File: src/rtl/link_pkg.sv
// Shared link-layer constants, types and the CRC-8 step function used by the
// transmitter, receiver and framer.
package link_pkg;

    localparam logic [7:0] PID_DATA  = 8'h3c;
    localparam logic [7:0] PID_READY = 8'ha5;
    localparam logic [7:0] PID_ACK   = 8'hd2;
    localparam logic [7:0] PID_NAK   = 8'h5a;

    localparam logic [7:0] CRC8_POLY = 8'h07;

    localparam int unsigned ACK_TIMEOUT = 256;
    localparam int unsigned MAX_RETRIES = 3;

    localparam logic [1:0] ERR_OK      = 2'b00;
    localparam logic [1:0] ERR_IGNORED = 2'b01;
    localparam logic [1:0] ERR_FAIL    = 2'b10;
    localparam logic [1:0] ERR_NONE    = 2'b11;

    typedef enum logic [1:0] {
        StIdle,
        StCrc,
        StArm,
        StBusy
    } framer_state_e;

    // One MSB-first step of x^8+x^2+x+1, no reflection.
    function automatic logic [7:0] crc8_step(input logic [7:0] crc, input logic bit_in);
        logic fb;
        fb = crc[7] ^ bit_in;
        return {crc[6:0], 1'b0} ^ (fb ? CRC8_POLY : 8'h00);
    endfunction

endpackage

File: src/rtl/crc8_serial.sv
// Bit-serial CRC-8 register (poly 0x07, init 0); clear has priority over enable.
module crc8_serial
    import link_pkg::*;
(
    input  logic       clk,
    input  logic       rst,
    input  logic       clr,
    input  logic       en,
    input  logic       bit_in,
    output logic [7:0] crc
);

    always_ff @(posedge clk or posedge rst) begin
        if (rst) begin
            crc <= 8'h00;
        end else if (clr) begin
            crc <= 8'h00;
        end else if (en) begin
            crc <= crc8_step(crc, bit_in);
        end
    end

endmodule

File: src/rtl/tx_framer.sv
// Frames 32-bit payload words as {PID_DATA, word, crc8}, hands them to the
// transmitter and tracks per-packet outcome and saturating statistics.
module tx_framer
    import link_pkg::*;
#(
    parameter int unsigned N_PKT          = 48,
    parameter int unsigned N_DATA         = 32,
    parameter int unsigned RESEND_ON_FAIL = 0
) (
    input  logic              clk,
    input  logic              rst,
    input  logic [N_DATA-1:0] in_data,
    input  logic              in_valid,
    output logic              in_ready,
    output logic [N_PKT-1:0]  tx_data,
    output logic              tx_start,
    input  logic              tx_avail,
    input  logic [1:0]        tx_err_code,
    output logic              done,
    output logic              fail,
    output logic [15:0]       sent_count,
    output logic [15:0]       fail_count
);

    localparam int unsigned CNT_W = $clog2(N_DATA);

    framer_state_e     state_q;
    logic [N_DATA-1:0] word_q;
    logic [CNT_W-1:0]  bit_cnt_q;
    logic [7:0]        crc_q;
    logic              crc_clr;
    logic              crc_en;
    logic              crc_bit;
    logic              last_bit;

    always_comb begin
        in_ready = (state_q == StIdle);
        tx_start = (state_q == StArm) && tx_avail;
        done     = (state_q == StBusy) && (tx_err_code == ERR_OK);
        fail     = (state_q == StBusy) && (tx_err_code == ERR_FAIL);
        crc_clr  = in_ready && in_valid;
        crc_en   = (state_q == StCrc);
        crc_bit  = word_q[CNT_W'(N_DATA - 1) - bit_cnt_q];
        last_bit = (bit_cnt_q == CNT_W'(N_DATA - 1));
    end

    crc8_serial u_crc (
        .clk    (clk),
        .rst    (rst),
        .clr    (crc_clr),
        .en     (crc_en),
        .bit_in (crc_bit),
        .crc    (crc_q)
    );

    always_ff @(posedge clk or posedge rst) begin
        if (rst) begin
            state_q    <= StIdle;
            word_q     <= '0;
            bit_cnt_q  <= '0;
            tx_data    <= '0;
            sent_count <= 16'h0000;
            fail_count <= 16'h0000;
        end else begin
            case (state_q)
                StIdle: begin
                    if (in_valid) begin
                        word_q    <= in_data;
                        bit_cnt_q <= '0;
                        state_q   <= StCrc;
                    end
                end
                StCrc: begin
                    bit_cnt_q <= bit_cnt_q + 1'b1;
                    if (last_bit) begin
                        // Fold in the final bit here so tx_data is valid on ARM entry.
                        tx_data <= {PID_DATA, word_q, crc8_step(crc_q, crc_bit)};
                        state_q <= StArm;
                    end
                end
                StArm: begin
                    if (tx_avail) begin
                        state_q <= StBusy;
                    end
                end
                StBusy: begin
                    case (tx_err_code)
                        ERR_OK: begin
                            if (sent_count != 16'hFFFF) begin
                                sent_count <= sent_count + 16'd1;
                            end
                            state_q <= StIdle;
                        end
                        ERR_FAIL: begin
                            if (fail_count != 16'hFFFF) begin
                                fail_count <= fail_count + 16'd1;
                            end
                            state_q <= (RESEND_ON_FAIL != 0) ? StArm : StIdle;
                        end
                        default: state_q <= StBusy;
                    endcase
                end
                default: state_q <= StIdle;
            endcase
        end
    end

endmodule

File: config.mk
export PLATFORM = sky130hd
export DESIGN_NAME = tx_framer
export DESIGN_NICKNAME = d
export VERILOG_FILES = /design/src/rtl/link_pkg.sv /design/src/rtl/crc8_serial.sv /design/src/rtl/tx_framer.sv
export SDC_FILE = /design/constraint.sdc
export NUM_CORES = 1
export LEC_CHECK = 0
export BUFFER_PORTS_ARGS = -buffer_cell sky130_fd_sc_hd__buf_4
export CAP_MARGIN = 20
export CELL_PAD_IN_SITES_DETAIL_PLACEMENT = 1
export CELL_PAD_IN_SITES_GLOBAL_PLACEMENT = 2
export CORE_MARGIN = 2
export CORE_UTILIZATION = 37
export DETAILED_ROUTE_END_ITERATION = 7
export PLACE_DENSITY = 0.85
export SLEW_MARGIN = 30
export SYNTH_ARGS = -nofsm -noshare
export SYNTH_HDL_FRONTEND = slang
export SYNTH_SLANG_ARGS = --single-unit
export TNS_END_PERCENT = 20
File: constraint.sdc
create_clock -name clk -period 7.7 [get_ports clk]
set_input_delay 0.77 -clock clk [delete_from_list [all_inputs] [get_ports clk]]
set_output_delay 0.77 -clock clk [all_outputs]
set_load 0.01 [all_outputs]
==> results of run 1 <==
==> critical path: cells and delay by family (launching register included) <==
family	cells	cell delay, ns
and+or+nand+nor	2	1.39
DFF	1	0.44
muxes	1	0.51
==> cells in the mapped netlist, types with 8 or more instances <==
cell type	n	area [sq um]
nand4_1	8	50.1
a21oi_1	9	45.0
xnor2_1	20	175
dfrtp_1	120	3000
nand2_1	134	503
xor2_1	10	87.6
nor2_1	17	63.8
o21ai_0	10	50.1
clkbuf_1	10	37.5
mux2i_1	16	160
nand3_1	14	70.1
mux2_2	39	439
==> stage by stage <==
step                      area (sq um)  worst slack (ns)   util  power (mW)
after floorplan                   5300              3.74      -        1.49
after global placement            6290              4.64  0.451        1.76
after detailed placement          6300              4.99  0.452        1.80
after CTS                         6890              4.96  0.495        2.62
after global routing              6900              5.01  0.495        2.76
final                             6900              5.23  0.495        2.58
==> final cells by class <==
type                            count  area [sq um]  share of cell area
Clock buffer                       22           474              0.0687
Timing Repair Buffer              120           905               0.131
Inverter                            5          21.3             0.00308
Clock inverter                      9           123              0.0178
Sequential cell                   120          3000               0.435
Multi-Input combinational cell    337          2150               0.311
Tap cell                          180           225              0.0326
==> power by group <==
group	total, mW	internal, mW	switching [mW]	leakage (nW)
Combinational	0.754	0.364	0.390	1.66
Clock	0.801	0.529	0.272	0.296
Sequential	1.03	0.831	0.198	1.57
==> sequential cells by signal, indices dropped and copies added (netlist names) <==
signal      flops
sent_count     16
u_crc.crc       8
tx_data        41
fail_count     16
state_q         2
word_q         32
bit_cnt_q       5
==> worst paths after layout <==
check	depth (start not counted)	from	to	slack, ns
max in group asynchronous	3	rst	bit_cnt_q[1]	6.15
max reg2reg	3	state_q[0]	tx_data[27]	5.23
min in group clk	1	sent_count[10]	sent_count[10]	0.49
min reg2reg	1	sent_count[10]	sent_count[10]	0.49
min	2	rst	fail_count[1]	0.43
max	3	state_q[0]	tx_data[27]	5.23
==> kinds of logic (layout without fill, tap and decap cells) <==
| logic type | Yosys count | in the layout |
|---|---|---|
| xor gates and xnor gates | 30 | 30 |
| buffers and inverters | 28 | 156 |
| AOI/OAI and AO/OA | 38 | 38 |
| other | 1 | 4 |
| and+or+nand+nor | 205 | 205 |
| muxes | 56 | 56 |
| DFF | 120 | 120 |
| adders and majority gates | 4 | 4 |
==> per-layer routing <==
| layer | vias up | wire (um) |
|---|---|---|
| li1 | 1864 | - |
| met1 | 1955 | 5700 |
| met2 | 79 | 6440 |
| met3 | 19 | 489 |
| met4 | 0 | 271 |
| met5 | - | 0 |
==> impl_metrics.csv, run 1 <==
group,metric,value,unit
detailed_routing,vias,3917,
critical_path,cpMaxStageDelayCell,"nor2b_1",
detailed_routing,viasPerCell,4.94,
global_route,met1_usage,0.229,
logic_synthesis,synth_ff_type,"dfrtp_1",
logic_synthesis,synth_edf_count,0,
logic_synthesis,async_flop_share,1.00,
final_layout,final_common_cell,"nand2_1",
final_layout,antenna_cells,0,
logic_synthesis,yosysUniqueCellTypes,42,
logic_synthesis,synth-compound-area-share,0.0488,
detailed_routing,routedWlPerCell,16.3,um
detailed_routing,drt_iter0_drc,101,
critical_path,start_kind,"flop",
logic_synthesis,synth-simple-area-share,0.175,
timing,rsz0062_at_grt,"no",
floorplanning,dieWidth,124,um
place,place_hpwl,8730,um
floorplanning,rows,43,
critical_path,critPathKind,"flop to flop",
floorplanning,core_area,0.0139,sq mm
timing,slew_headroom,0.397,
critical_path,end_kind,"flop",
flow_run,maxCapViolCount,0,
place,dp_cells,762,
floorplanning,initial_utilization,0.379,
timing,tightestPinTransition,0.903,ns
detailed_routing,routed_wl,12900,um
cts,clkTransAtPathRegs,0.06,ns
final_layout,nFillCells,1500,
critical_path,cp_data_arrival_time,2.76,ns
logic_synthesis,ys_seq_elements,120,
global_route,grt_first_pass_wirelength,21200,um
global_route,met2_usage,0.298,
detailed_routing,first_pass_iters,4,
place,port_buffers,117,
logic_synthesis,syn_area,0.00529,sq mm
logic_synthesis,synth_top_family_by_area,"simple AND/OR/NAND/NOR gates",
floorplanning,die-area,0.0153,sq mm
timing,fin_crit,2.47,ns
final_layout,syn2layout_area_growth,30.5,%
critical_path,critPathMaxStageDelay,0.75,ns
cts,h-tree-depth,4,
cts,hold_buffers,0,
cts,cts_resized,0,
floorplanning,die_h,124,um
global_route,grt_util_all_layers,0.182,
final_layout,layout.cells.non_filler,793,
timing,finalMaxSlewViolations,0,
timing,finalSetupTns,0,ns
critical_path,cp.required,8.00,ns
cts,clockBufferDepth,2,
logic_synthesis,synthMuxAreaShare,0.118,
status,outcome,"complete, no violations",
final_layout,layout-drive-gt1-share,0.328,
timing,finalSetupViolCount,0,
global_route,antenna_found_initial,0,
power_and_ir_drop,power_density,375,mW/mm^2
worst_hold_path,holdCritPathClass,"primary input to async pin",
global_route,grt.met3_usage,0.0415,
power_and_ir_drop,leakagePower,3.53,nW
timing,max_freq,405,MHz
global_route,grt_max_degree,75,
timing,finalHoldViolations,0,
critical_path,path_cells,"nor2b_1, nand3_4, mux2_2",
floorplanning,ioPinCount,122,
detailed_routing,drc,0,
logic_synthesis,yosysWarnings,0,
timing,skew,0.0102,ns
cts,cts_tree,"done",
detailed_routing,ant_nets,0,
cts,clockRootBuffer,"clkbuf_16",
logic_synthesis,syn_avg_cell_area,11.0,sq um
cts,post_cts_buffers,0,
logic_synthesis,synth_fa_ha_area_frac,0.00947,
logic_synthesis,seq_area_frac_synth,0.568,
cts,cts_sinks,120,
global_route,grt_most_used_layer,"met2",
timing,whs,0.427,ns
global_route,grt_pass1_vias,4271,
global_route,grt-ovfl-total,0,
critical_path,cp_max_fo,44,
final_layout,final_nets,643,
logic_synthesis,synthXorXnorAreaFrac,0.0497,
logic_synthesis,syn_inst,482,
place,gp_congestion,0.789,
cts,worstSkewPairLatency,0.42,ns
cts,numCtsBuffers,17,
timing,period_share,0.321,
power_and_ir_drop,ir_worst_vdd,0.169,mV
final_layout,layout_common_cells,"134 x nand2_1, 119 x dfrtp_1, 119 x buf_4",
No activity file was read; power rests on OpenSTA's default activity.
==> inputs of run 2 (changes only) <==
ABC_AREA = 1   (was default)
CORE_UTILIZATION = 28   (was 37)
PLACE_DENSITY = 0.75   (was 0.85)
clock period = 2.1 ns   (was 7.7 ns; I/O delays follow)
==> run 2 against run 1 <==
Against the previous run: sequential share of layout area fell by 3.6 points; cell area rose by 9.1%; cell count rose by 35%; global-route usage fell by 2.8 points; synthesized cell count rose by 35%; register-to-register slack got worse by 5.0 ns; clock power rose to 4.0 times the previous value; fmax rose by 33%; flip-flop and latch count did not move; critical endpoint is now fail_count[8]; largest cell class unchanged; largest power group unchanged; highest routed layer unchanged.
==> impl_metrics.csv, run 2 <==
group,metric,value,unit
status,outcome,"complete, no violations",
cts,cts_sinks,120,
critical_path,end_kind,"flop",
timing,finalSetupTns,0,ns
critical_path,cp_data_arrival_time,2.19,ns
logic_synthesis,synth_ff_type,"dfrtp_1",
timing,fin_crit,1.86,ns
floorplanning,die_h,144,um
final_layout,antenna_cells,0,
critical_path,start_kind,"flop",
cts,h-tree-depth,4,
global_route,grt_max_degree,121,
critical_path,cp_max_fo,13,
final_layout,top_register,"tx_data",
detailed_routing,drt_iter0_drc,94,
logic_synthesis,ys_seq_elements,120,
logic_synthesis,synth_top_cell_by_area,"dfrtp_1",
timing,tightestPinTransition,0.657,ns
final_layout,syn2layout_area_growth,37.5,%
timing,finalSetupViolCount,0,
detailed_routing,routedWlPerCell,14.3,um
cts,cts_tree,"done",
detailed_routing,first_pass_iters,4,
place,place_hpwl,10800,um
critical_path,critPathKind,"flop to flop",
timing,rsz0062_at_grt,"no",
cts,numCtsBuffers,17,
timing,finalMaxSlewViolations,0,
global_route,grt_first_pass_wirelength,25000,um
timing,skew,0.00832,ns
detailed_routing,routed_wl,15300,um
timing,finalHoldViolations,0,
place,gp_congestion,0.833,
logic_synthesis,synth.top_cells.by_count,"299 x nand2_1, 120 x dfrtp_1, 42 x nand3_1",
floorplanning,initial_utilization,0.283,
cts,clkTransAtPathRegs,0.06,ns
worst_hold_path,holdCritPathClass,"primary input to async pin",
place,port_buffers,117,
logic_synthesis,yosysUniqueCellTypes,30,
cts,clockRootBuffer,"clkbuf_16",
power_and_ir_drop,power_density,1190,mW/mm^2
logic_synthesis,yosysWarnings,0,
timing,period_share,0.885,
detailed_routing,vias,4740,
floorplanning,core_area,0.0193,sq mm
final_layout,final_common_cell,"nand2_1",
power_and_ir_drop,leakagePower,3.98,nW
final_layout,layout.cells.non_filler,1074,
final_layout,layout-drive-gt1-share,0.229,
floorplanning,die-area,0.0207,sq mm
critical_path,cp.required,2.43,ns
cts,clockBufferDepth,2,
final_layout,reg.largest.list,"tx_data x41, word_q x32",
floorplanning,rows,51,
logic_synthesis,seq_area_frac_synth,0.549,
logic_synthesis,synth_edf_count,0,
final_layout,final_nets,838,
timing,whs,0.00214,ns
final_layout,layout_common_cells,"299 x nand2_1, 125 x buf_4, 120 x dfrtp_1",
global_route,grt_util_all_layers,0.154,
logic_synthesis,synthTopCellsByArea,"dfrtp_1 55%, nand2_1 21%, nand3_1 3.8%",
final_layout,largest_reg_flops,41,
logic_synthesis,syn_avg_cell_area,8.39,sq um
global_route,grt_pass1_vias,4970,
flow_run,maxCapViolCount,0,
place,dp_cells,1020,
floorplanning,ioPinCount,122,
logic_synthesis,syn_area,0.00547,sq mm
detailed_routing,viasPerCell,4.41,
detailed_routing,drc,0,
power_and_ir_drop,finalPower,8.94,mW
global_route,grt-ovfl-total,0,
logic_synthesis,synth_top_area_frac,0.549,
logic_synthesis,syn_inst,652,
logic_synthesis,synth_most_common_cell,"nand2_1",
floorplanning,dieWidth,144,um
timing,slew_headroom,0.562,
power_and_ir_drop,ir_worst_vdd,0.509,mV
global_route,antenna_found_initial,0,
cts,worstSkewPairLatency,0.42,ns
logic_synthesis,async_flop_share,1.00,
final_layout,post-route-util,0.389,
timing,max_freq,538,MHz
detailed_routing,ant_nets,0,
[run 2: cell types whose count changed after synthesis, moves of 9 or more]
cell     delta
a21oi_1     -9
inv_1      +35
mux2_2     -39
mux2i_1    -15
nand2_1   +165
nand3_1    +28
nor2_1      +9
xnor2_1     -9
[run 2: cell type report]
type,instances,area (sq um)
Fill cell,2275,11800
Sequential cell,120,3000
Multi-Input combinational cell,462,2170
Timing Repair Buffer,149,1200
Clock buffer,21,480
Tap cell,265,332
Inverter,46,176
Clock inverter,11,169
[run 2: cell families (layout without fill, tap and decap cells)]
logic type,Yosys count,after routing,share of synthesized area
xor gates and xnor gates,28,28,0.0448
other,1,4,0.000685
buffers and inverters,73,227,0.0585
DFF,120,120,0.549
muxes,1,1,0.00183
AOI/OAI and AO/OA,25,25,0.0247
and+or+nand+nor,400,400,0.311
adders and majority gates,4,4,0.00915
[run 2: routing by layer]
metal / vias up / global-route usage / part of all wire
li1: 2320 / - / -
met1: 2292 / 0.200 / 0.47
met2: 110 / 0.254 / 0.48
met3: 18 / 0.0357 / 0.040
met4: 0 / 0.0516 / 0.012
met5: - / 0 / 0
[run 2: critical path, stage by stage, from the launching register on]
cell and delay, ns:
dfrtp_1 0.42, ha_1 0.23, inv_1 0.13, nor2_1 0.08
nand4_1 0.15, nand2_4 0.14, nor3_4 0.19, nand3_2 0.12
nor2_1 0.15, xor2_1 0.17
[run 2: final timing paths]
check	start	end	slack, ns	cells past startpoint
min in group clk	in_data[5]	word_q[5]	0.01	3
max	fail_count[0]	fail_count[8]	0.24	9
max reg2reg	fail_count[0]	fail_count[8]	0.24	9
min reg2reg	tx_data[22]	tx_data[22]	0.48	2
min	rst	sent_count[5]	0.002	3
max in group asynchronous	rst	tx_data[18]	1.62	3
[run 2: what timing repair did]
action	CTS	global route
buffers inserted	0	0
setup endpoints to repair	0	1
hold buffers	22	0
resized for setup	0	1
endpoints found under the hold margin	22	0
[run 2: through the flow]
step	setup WS, ns	instance area (sq um)
detailed placement	0.169	6650
CTS	0.143	7520
global placement	0.316	6650
floorplan	0.421	5490
global route	0.0395	7530
finish	0.242	7530
[run 2: power breakdown]
part	internal (mW)	leakage [nW]	switching (mW)
sequential	2.89	1.55	0.527
clock	2.11	0.307	1.06
combinational	0.948	2.11	1.40
